$ cat config.mk
export PLATFORM = sky130hd
export DESIGN_NAME = cdb_arbiter
export DESIGN_NICKNAME = d
export VERILOG_FILES = /design/src/rtl/cdb_arbiter.sv
export SDC_FILE = /design/constraint.sdc
export NUM_CORES = 1
export LEC_CHECK = 0
export ABC_AREA = 1
export CAP_MARGIN = 40
export CORE_ASPECT_RATIO = 1.1
export CORE_MARGIN = 1.5
export CORE_UTILIZATION = 37
export DETAILED_ROUTE_END_ITERATION = 8
export GPL_TIMING_DRIVEN = 0
export PLACE_DENSITY = 0.81
export SETUP_SLACK_MARGIN = 0.05
export SKIP_LAST_GASP = 1
export SLEW_MARGIN = 0
export SYNTH_ARGS = -nofsm -noshare
export SYNTH_HDL_FRONTEND = slang
export SYNTH_SLANG_ARGS = --single-unit
$ cat constraint.sdc
create_clock -name clk -period 3.4 [get_ports clk]
set_input_delay 0.68 -clock clk [delete_from_list [all_inputs] [get_ports clk]]
set_output_delay 0.68 -clock clk [all_outputs]
set_load 0.01 [all_outputs]
$ cat src/rtl/cdb_arbiter.sv
// Round-robin arbiter that merges N_CH functional-unit results onto one common data bus.
// Optional macro CDB_PERF_CNT_EN enables a saturating counter of contention cycles.
module cdb_arbiter #(
    parameter int N_CH   = 5,
    parameter int DATA_W = 32,
    parameter int TAG_W  = 4
) (
    input  logic                       clk,
    input  logic                       reset,
    input  logic                       flush,
    input  logic [N_CH-1:0]            valid_in,
    input  logic [N_CH*DATA_W-1:0]     data_in,
    input  logic [N_CH*TAG_W-1:0]      tag_in,
    output logic [N_CH-1:0]            yumi_out,
    output logic                       cdb_valid,
    output logic [DATA_W-1:0]          cdb_data,
    output logic [TAG_W-1:0]           cdb_tag,
    output logic [$clog2(N_CH)-1:0]    cdb_src,
    output logic [31:0]                perf_conflicts
);
    localparam int PTR_W = $clog2(N_CH);

    logic [PTR_W-1:0]  rr_ptr_q, rr_ptr_d;
    logic              cdb_valid_q, cdb_valid_d;
    logic [DATA_W-1:0] cdb_data_q, cdb_data_d;
    logic [TAG_W-1:0]  cdb_tag_q, cdb_tag_d;
    logic [PTR_W-1:0]  cdb_src_q, cdb_src_d;

    logic              found_hi, found_lo, grant_vld;
    logic [PTR_W-1:0]  idx_hi, idx_lo, grant_idx;
    logic [DATA_W-1:0] gnt_data;
    logic [TAG_W-1:0]  gnt_tag;

    // Lowest requester at or above rr_ptr wins; otherwise wrap to the lowest requester overall.
    always_comb begin
        found_hi = 1'b0;
        found_lo = 1'b0;
        idx_hi   = '0;
        idx_lo   = '0;
        for (int i = N_CH - 1; i >= 0; i--) begin
            if (valid_in[i]) begin
                found_lo = 1'b1;
                idx_lo   = PTR_W'(i);
                if (PTR_W'(i) >= rr_ptr_q) begin
                    found_hi = 1'b1;
                    idx_hi   = PTR_W'(i);
                end
            end
        end
        grant_idx = found_hi ? idx_hi : idx_lo;
        grant_vld = found_lo && !flush && !reset;
    end

    always_comb begin
        gnt_data = '0;
        gnt_tag  = '0;
        for (int i = 0; i < N_CH; i++) begin
            if (grant_idx == PTR_W'(i)) begin
                gnt_data = data_in[i*DATA_W +: DATA_W];
                gnt_tag  = tag_in[i*TAG_W +: TAG_W];
            end
        end
    end

    assign yumi_out = grant_vld ? (N_CH'(1) << grant_idx) : '0;

    // Payload holds across idle/flush cycles; only the valid bit drops.
    always_comb begin
        rr_ptr_d    = rr_ptr_q;
        cdb_valid_d = grant_vld;
        cdb_data_d  = cdb_data_q;
        cdb_tag_d   = cdb_tag_q;
        cdb_src_d   = cdb_src_q;
        if (grant_vld) begin
            rr_ptr_d   = (grant_idx == PTR_W'(N_CH - 1)) ? '0 : grant_idx + 1'b1;
            cdb_data_d = gnt_data;
            cdb_tag_d  = gnt_tag;
            cdb_src_d  = grant_idx;
        end
    end

    always_ff @(posedge clk or posedge reset) begin
        if (reset) begin
            rr_ptr_q    <= '0;
            cdb_valid_q <= 1'b0;
            cdb_data_q  <= '0;
            cdb_tag_q   <= '0;
            cdb_src_q   <= '0;
        end else begin
            rr_ptr_q    <= rr_ptr_d;
            cdb_valid_q <= cdb_valid_d;
            cdb_data_q  <= cdb_data_d;
            cdb_tag_q   <= cdb_tag_d;
            cdb_src_q   <= cdb_src_d;
        end
    end

    assign cdb_valid = cdb_valid_q;
    assign cdb_data  = cdb_data_q;
    assign cdb_tag   = cdb_tag_q;
    assign cdb_src   = cdb_src_q;

`ifdef CDB_PERF_CNT_EN
    logic [31:0] perf_q, perf_d;
    logic        contend;

    always_comb begin
        contend = !flush && ((valid_in & (valid_in - 1'b1)) != '0);
        perf_d  = perf_q;
        if (contend && perf_q != 32'hFFFF_FFFF)
            perf_d = perf_q + 32'd1;
    end

    always_ff @(posedge clk or posedge reset) begin
        if (reset) perf_q <= '0;
        else       perf_q <= perf_d;
    end

    assign perf_conflicts = perf_q;
`else
    assign perf_conflicts = '0;
`endif

endmodule

==> reports/summary.log, run 1 <==
qor: run_status.outcome completed
qor: power_and_ir_drop.part_of_the_total_power_dissipated_in_combinational_logic 71.8%
qor: drt.route.final.wire_length 16300 um
qor: clocking.cts_sinks 43
qor: global_route.grtUsageMet2 49.8%
qor: floorplan.floorplan.initialDensity 37.9%
qor: place.placement.io_buffers 232
qor: place.gpl.final_weighted_congestion 0.864
qor: yosys.synth_adder_area_share 1.52%
qor: sta.worst_slew_margin_rel 56.3%
qor: critical_path.crit_arrival 2570 ps
qor: yosys.postSynthRegisterBits 43
qor: clocking.number_of_buffers_inserted_by_hold_repair_at_cts 0
qor: place.placedCellCount 1107
qor: drt.wl_per_cell 14.7 um
qor: sta.finClkSkew 5.29 ps
qor: hold_path.min-delay-path-class reg2reg
qor: place.hpwl 12800 um
qor: power_and_ir_drop.internal-power 0.00242 W
qor: run.drv_cap 0
qor: clocking.clk_pin_slew 60 ps
qor: global_route.use_met1 32.5%
qor: floorplan.std_cell_rows 40
qor: yosys.synth_top_area_cell dfrtp_1
qor: global_route.grt_start_max_net_pins 24
qor: floorplan.floorplan_die_width 104 um
qor: yosys.ys_types 27
qor: clocking.tritoncts_clock_tree yes
qor: yosys.synth_area 4120 um^2
qor: yosys.post_synth_xor_area_fraction 0%
qor: global_route.gr-usage-all-layers 27.6%
qor: power_and_ir_drop.power.static_leakage 3.66 nW
qor: global_route.vias_in_the_first_global_route 4942
qor: floorplan.vert_die_dim 114 um
qor: final_layout.final_stage_net_count 1162
qor: yosys.yosys_warnings 0
qor: global_route.grt_overflow_total 0
qor: sta.worst_pin_slew 655 ps
qor: floorplan.boundaryPins 265
qor: yosys.post_synth_and_or_nand_nor_area_fraction 42.6%
qor: sta.clock.fmax 307 MHz
qor: drt.drc 0
qor: power_and_ir_drop.power_frac_seq 18.2%
qor: floorplan.die-area 11800 um^2
qor: clocking.insertion_delay_to_the_later_sink_of_the_worst_skew_pair 290 ps
qor: drt.drtIter0Drc 400
qor: critical_path.endpoint_kind output port
qor: global_route.globalRoute.busiestLayer met2
qor: floorplan.core_region_area 10900 um^2
qor: yosys.synth_area_per_cell 5.92 um^2
qor: clocking.maximum_number_of_buffers_from_clock_root_to_sink 2
qor: yosys.synth.area.top_cells dfrtp_1 26%, nand2_1 18%, nor2_1 12%
qor: clocking.cts_htree_levels 2
qor: critical_path.cp_required 2720 ps
qor: clocking.cts-root-buf clkbuf_16
qor: final_layout.final_layout_size_suffix_gt1_share 10.4%
qor: power_and_ir_drop.net-switching-power 0.00220 W
qor: power_and_ir_drop.power_frac_clock 10.0%
qor: global_route.global_route_wire_length_before_repair 25600 um
qor: yosys.share_of_cell_area_taken_by_muxes_after_synthesis 0%
qor: sta.layout_min_cycle_time 3250 ps
qor: power_and_ir_drop.vdd.ir_drop.worst 0.000272 V
qor: yosys.yosysTopAreaCellShare 26.1%
qor: drt.num_vias 5213
qor: global_route.globalRouteMet3Util 5.31%
qor: sta.layout_setup_ws 147 ps
qor: drt.detail_route.vias_per_cell 4.68
qor: final_layout.syn2layout_area_growth 70.1%
qor: drt.detailedRoute.firstPassIterationCount 4
qor: sta.report.final.setup_viol 0
qor: yosys.ys_seq_area_share 26.1%
qor: sta.final_max_slew_viol_count 0
qor: sta.rsz_0062_raised_after_global_routing true
qor: place.place_worst_setup_slack -1120 ps
qor: final_layout.layout.cells.most_common clkdlybuf4s50_1
qor: yosys.synth_cells 696
qor: yosys.synthesized_area_fraction_occupied_by_ao_oa_aoi_and_oai_cells 11.6%
qor: drt.postRouteAntennaNets 0
qor: sta.ratio_of_final_minimum_period_to_clock_period 95.7%
qor: power_and_ir_drop.power.switching_fraction 47.6%
qor: final_layout.layout.cells.most_common_list 222 x clkdlybuf4s50_1, 201 x nand2_1, 127 x nor2_1
qor: critical_path.setup.worst_path.start_class primary input
qor: critical_path.critPathKind in2out
qor: final_layout.layout.filler_cells 1014
qor: critical_path.path_max_fanout 10
qor: clocking.tritoncts.num_buffers 5
qor: yosys.main_combinational_cell_family_by_area_after_synthesis simple AND/OR/NAND/NOR gates
qor: sta.final_hold_fails 0
qor: final_layout.final-instance-count-excl-fill 1115
qor: sta.timing.setup.tns 0 ps
qor: global_route.antenna_violations_before_repair 0
qor: power_and_ir_drop.power.density_cell_area 660 nW/um^2
qor: final_layout.antennaDiodeCount 0
[flip-flops by register name, summed over array words and instances (netlist names)]
| register | cells |
|---|---|
| cdb_data | 32 |
| cdb_src | 3 |
| cdb_tag | 4 |
| cdb_valid | 1 |
| rr_ptr_q | 3 |
[cells by family (layout without fill, tap and decap cells)]
| logic type | count (synthesis) | count (layout) |
|---|---|---|
| adder cells (fa/ha/maj) | 5 | 5 |
| flip-flops | 43 | 43 |
| other | 1 | 32 |
| buffers and inverters | 153 | 394 |
| AO/OA/AOI/OAI | 75 | 75 |
| AND/OR/NAND/NOR | 419 | 419 |
[power groups by stage]
stage,clock (W),sequential [W],combinational (W)
floorplan,0,0.000927,0.00189
global placement,0,0.000843,0.00311
detailed placement,0,0.000844,0.00315
CTS,0.000477,0.000838,0.00330
global route,0.000495,0.000869,0.00372
finish,0.000462,0.000842,0.00332
[metal layers]
| layer | up-vias | wire (um) |
|---|---|---|
| li1 | 2661 | - |
| met1 | 2289 | 6630 |
| met2 | 224 | 8040 |
| met3 | 39 | 1070 |
| met4 | 0 | 592 |
| met5 | - | 0 |
[cell usage after synthesis]
library cell,instances
a21oi_1,4
a22oi_1,36
a2bb2oi_1,1
buf_1,9
buf_2,18
buf_4,35
buf_6,2
clkbuf_1,12
conb_1,1
dfrtp_1,43
ha_1,5
inv_1,75
inv_2,2
nand2_1,202
nand2_2,5
nand3_1,69
nand3_2,10
nand4_1,1
nor2_1,127
nor2_2,1
nor2_4,2
nor3_1,2
o211ai_1,1
o21ai_0,14
o21ai_1,17
o221ai_1,1
o22ai_1,1
[cell type report]
| cell class | count | area [um^2] | area share (%) |
|---|---|---|---|
| multi-input combinational | 531 | 2490 | 35.6 |
| tap | 147 | 184 | 2.62 |
| timing repair buffer | 238 | 2360 | 33.7 |
| inverter | 77 | 292 | 4.16 |
| buffer | 73 | 473 | 6.75 |
| sequential | 43 | 1080 | 15.4 |
| clock buffer | 6 | 129 | 1.84 |
[what timing repair did]
action,in CTS,in global routing
setup endpoints to repair,5,21
setup buffers,5,0
pin swaps,5,0
hold endpoints to repair,0,0
gates resized for setup,37,12
[critical path, cell delays in order]
cell and delay [ps]:
dlygate4sd2_1 280, nand2_1 110, o21ai_0 90, a21oi_1 160, o221ai_1 140, nand2_1 110
nand2_2 90, inv_1 120, ha_1 170, ha_2 190, inv_4 40, clkbuf_8 150
nor2_1 100, clkbuf_2 140
[worst paths after layout]
kind                       slack [ps]            to   startpoint  cells past startpoint
hold / removal                    490    cdb_src[2]   cdb_src[2]                      2
setup reg to reg                  470  cdb_data[30]  rr_ptr_q[2]                     16
min in group asynchronous         770    cdb_src[1]        reset                      2
hold reg to reg                   490    cdb_src[2]   cdb_src[2]                      2
max in group asynchronous        2110   cdb_data[4]        reset                      3
setup / recovery                  150   yumi_out[3]  valid_in[4]                     14
[through the flow]
stage	power, W	hold slack [ps]	instance area, um^2	utilization, %
floorplan	0.00282	516	4240	-
global placement	0.00395	464	6740	62.1
detailed placement	0.00400	480	6760	62.3
CTS	0.00461	494	7000	64.4
global route	0.00509	521	7010	64.5
finish	0.00462	490	7010	64.5
Note: power is estimated with default switching activity, not from simulation.
==> run 2: changes to the inputs <==
Settings changed: CORE_ASPECT_RATIO 1.1 to default.
==> run 2 against run 1 <==
  * Die area about the same
  * Register-to-register slack worse by 20 ps
  * Combinational power about the same
  * Sequential share of layout area up 0.10 points
  * Critical path depth down 1
  * Design area down 0.68%
  * Setup slack better by 56 ps
  * Clock power down 11%
  * First-iteration DRC count down 19%
  * Largest power group unchanged
  * Highest routed layer unchanged
==> reports/summary.log, run 2 (synthesized netlist as in run 1, its figures left out) <==
qor: power_and_ir_drop.power.static_leakage 3.65 nW
qor: critical_path.endpoint_kind output port
qor: final_layout.layout.cells.most_common_list 222 x clkdlybuf4s50_1, 200 x nand2_1, 127 x nor2_1
qor: critical_path.crit_start valid_in[4]
qor: place.place_worst_setup_slack -1110 ps
qor: drt.drc 0
qor: global_route.antenna_violations_before_repair 0
qor: final_layout.antennaDiodeCount 0
qor: power_and_ir_drop.power.density_cell_area 661 nW/um^2
qor: place.hpwl 13000 um
qor: global_route.vias_in_the_first_global_route 5123
qor: sta.ratio_of_final_minimum_period_to_clock_period 94.0%
qor: final_layout.ff_latch_area 1080 um^2
qor: sta.report.final.setup_viol 0
qor: sta.worst_slew_margin_rel 50.7%
qor: global_route.globalRouteMet3Util 5.49%
qor: final_layout.syn2layout_area_growth 69.0%
qor: drt.detail_route.vias_per_cell 4.68
qor: final_layout.layout.filler_cells 1031
qor: drt.drtIter0Drc 324
qor: global_route.gr-usage-all-layers 27.9%
qor: clocking.cts-root-buf clkbuf_8
qor: clocking.cts_htree_levels 2
qor: sta.worst_pin_slew 739 ps
qor: floorplan.die-area 11800 um^2
qor: final_layout.stdcell_area 6960 um^2
qor: hold_path.min-delay-path-class reg2reg
qor: critical_path.critPathKind in2out
qor: drt.wl_per_cell 14.8 um
qor: clocking.maximum_number_of_buffers_from_clock_root_to_sink 2
qor: sta.clock.fmax 313 MHz
qor: place.post_dp_cell_area 6750 um^2
qor: floorplan.floorplan.initialDensity 38.0%
qor: place.gpl.final_weighted_congestion 0.862
qor: clocking.tritoncts_clock_tree yes
qor: sta.finClkSkew 5.60 ps
qor: global_route.grtUsageMet2 48.8%
qor: sta.rsz_0062_raised_after_global_routing false
qor: clocking.clk_pin_slew 90 ps
qor: power_and_ir_drop.vdd.ir_drop.worst 0.000372 V
qor: global_route.grt_overflow_total 0
qor: critical_path.setup.worst_path.start_class primary input
qor: sta.layout_setup_ws 203 ps
qor: final_layout.largest_reg_flops 32
qor: critical_path.crit-reg2reg-capture cdb_data[30]
qor: critical_path.cp_required 2720 ps
qor: sta.final_max_slew_viol_count 0
qor: floorplan.std_cell_rows 38
qor: hold_path.hold_path_end cdb_src[0]
qor: critical_path.rr_worst_depth 16
qor: critical_path.critical_path.reg2reg.startpoint rr_ptr_q[1]
qor: place.placement.io_buffers 232
qor: critical_path.ff2ff_setup_slack 450 ps
qor: final_layout.multi_input_comb_area 2460 um^2
qor: global_route.global_route_wire_length_before_repair 25400 um
qor: final_layout.layout.cells.most_common clkdlybuf4s50_1
qor: global_route.grt_start_max_net_pins 27
qor: global_route.use_met1 33.8%
qor: sta.final_hold_fails 0
qor: drt.detailedRoute.firstPassIterationCount 5
qor: run_status.outcome completed
qor: clocking.tritoncts.num_buffers 5
qor: run.drv_cap 0
qor: final_layout.final_layout_size_suffix_gt1_share 10.6%
qor: hold_path.worstHoldPathCells 2
qor: sta.layout_min_cycle_time 3200 ps
qor: drt.route.final.wire_length 16500 um
qor: critical_path.path_max_fanout 10
qor: hold_path.min-delay-start cdb_src[0]
qor: floorplan.floorplan_die_width 109 um
qor: global_route.globalRoute.busiestLayer met2
qor: floorplan.boundaryPins 265
qor: floorplan.core_region_area 10800 um^2
qor: floorplan.vert_die_dim 109 um
qor: critical_path.crit_arrival 2520 ps
qor: clocking.cts_sinks 43
qor: drt.num_vias 5194
qor: drt.postRouteAntennaNets 0
qor: clocking.insertion_delay_to_the_later_sink_of_the_worst_skew_pair 300 ps
qor: final_layout.final_stage_net_count 1163
-- run 2: cell count changes in the layout (fill, tap and decap cells not counted), moves of 2 or more --
cell,change
clkbuf_16,-5
clkbuf_8,+5
clkbuf_2,+2
ha_1,+2
ha_2,-2
nand2_2,+2
-- run 2: per-stage QoR --
step,instances,total power (W),utilization [%],setup TNS (ps),hold WS (ps)
3_3_place_gp,1099,0.00397,62.1,-7650,469
6_report,1110,0.00460,64.2,0,509
3_5_place_dp,1100,0.00403,62.3,-10830,488
2_1_floorplan,727,0.00282,-,0,516
5_1_grt,1110,0.00506,64.2,0,518
4_1_cts,1109,0.00459,64.2,-28.1,510
-- run 2: area by class of cell --
type,count,area share [%]
multi-input cells,531,35.4
well taps,140,2.52
plain buffers,73,6.81
flip-flops and latches,43,15.5
repair buffers,239,34.1
clock buffers,6,1.04
clock inverters,1,0.431
inverters,77,4.19
-- run 2: power breakdown --
part | internal, W | switching, W
logic | 0.00145 | 0.00188
clock network | 0.000216 | 0.000194
registers | 0.000718 | 0.000135
-- run 2: per-layer routing --
metal | up-vias | routed length [um]
li1 | 2664 | -
met1 | 2303 | 6840
met2 | 199 | 7950
met3 | 28 | 1240
met4 | 0 | 440
met5 | - | 0
-- run 2: how the worst max path moves through the flow --
stage / to / cells past startpoint
2_1_floorplan: yumi_out[3] / 12
3_3_place_gp: yumi_out[4] / 13
3_5_place_dp: yumi_out[4] / 13
4_1_cts: yumi_out[4] / 13
5_1_grt: yumi_out[3] / 14
6_report: yumi_out[3] / 13
-- run 2: worst max-delay path, cell delays in order --
cell	delay (ps)
dlygate4sd2_1	280
a2bb2oi_1	180
o21ai_1	100
a21oi_1	120
o211ai_1	140
nand2_2	130
inv_1	70
ha_1	200
ha_1	210
inv_4	60
clkbuf_8	150
nor2_1	50
buf_2	150
-- run 2: what timing repair did --
item,CTS,global route
pin swaps,3,3
endpoints found under the setup margin,16,20
gates cloned,0,0
gates resized for setup,35,14
hold buffers,0,0
buffers inserted,5,1
==> run 3: changes to the inputs <==
Settings changed: CTS_CLUSTER_DIAMETER from default to 50.
==> results of run 3 <==
Same layout as run 2: the final DEF is identical, and so are final timing and power.
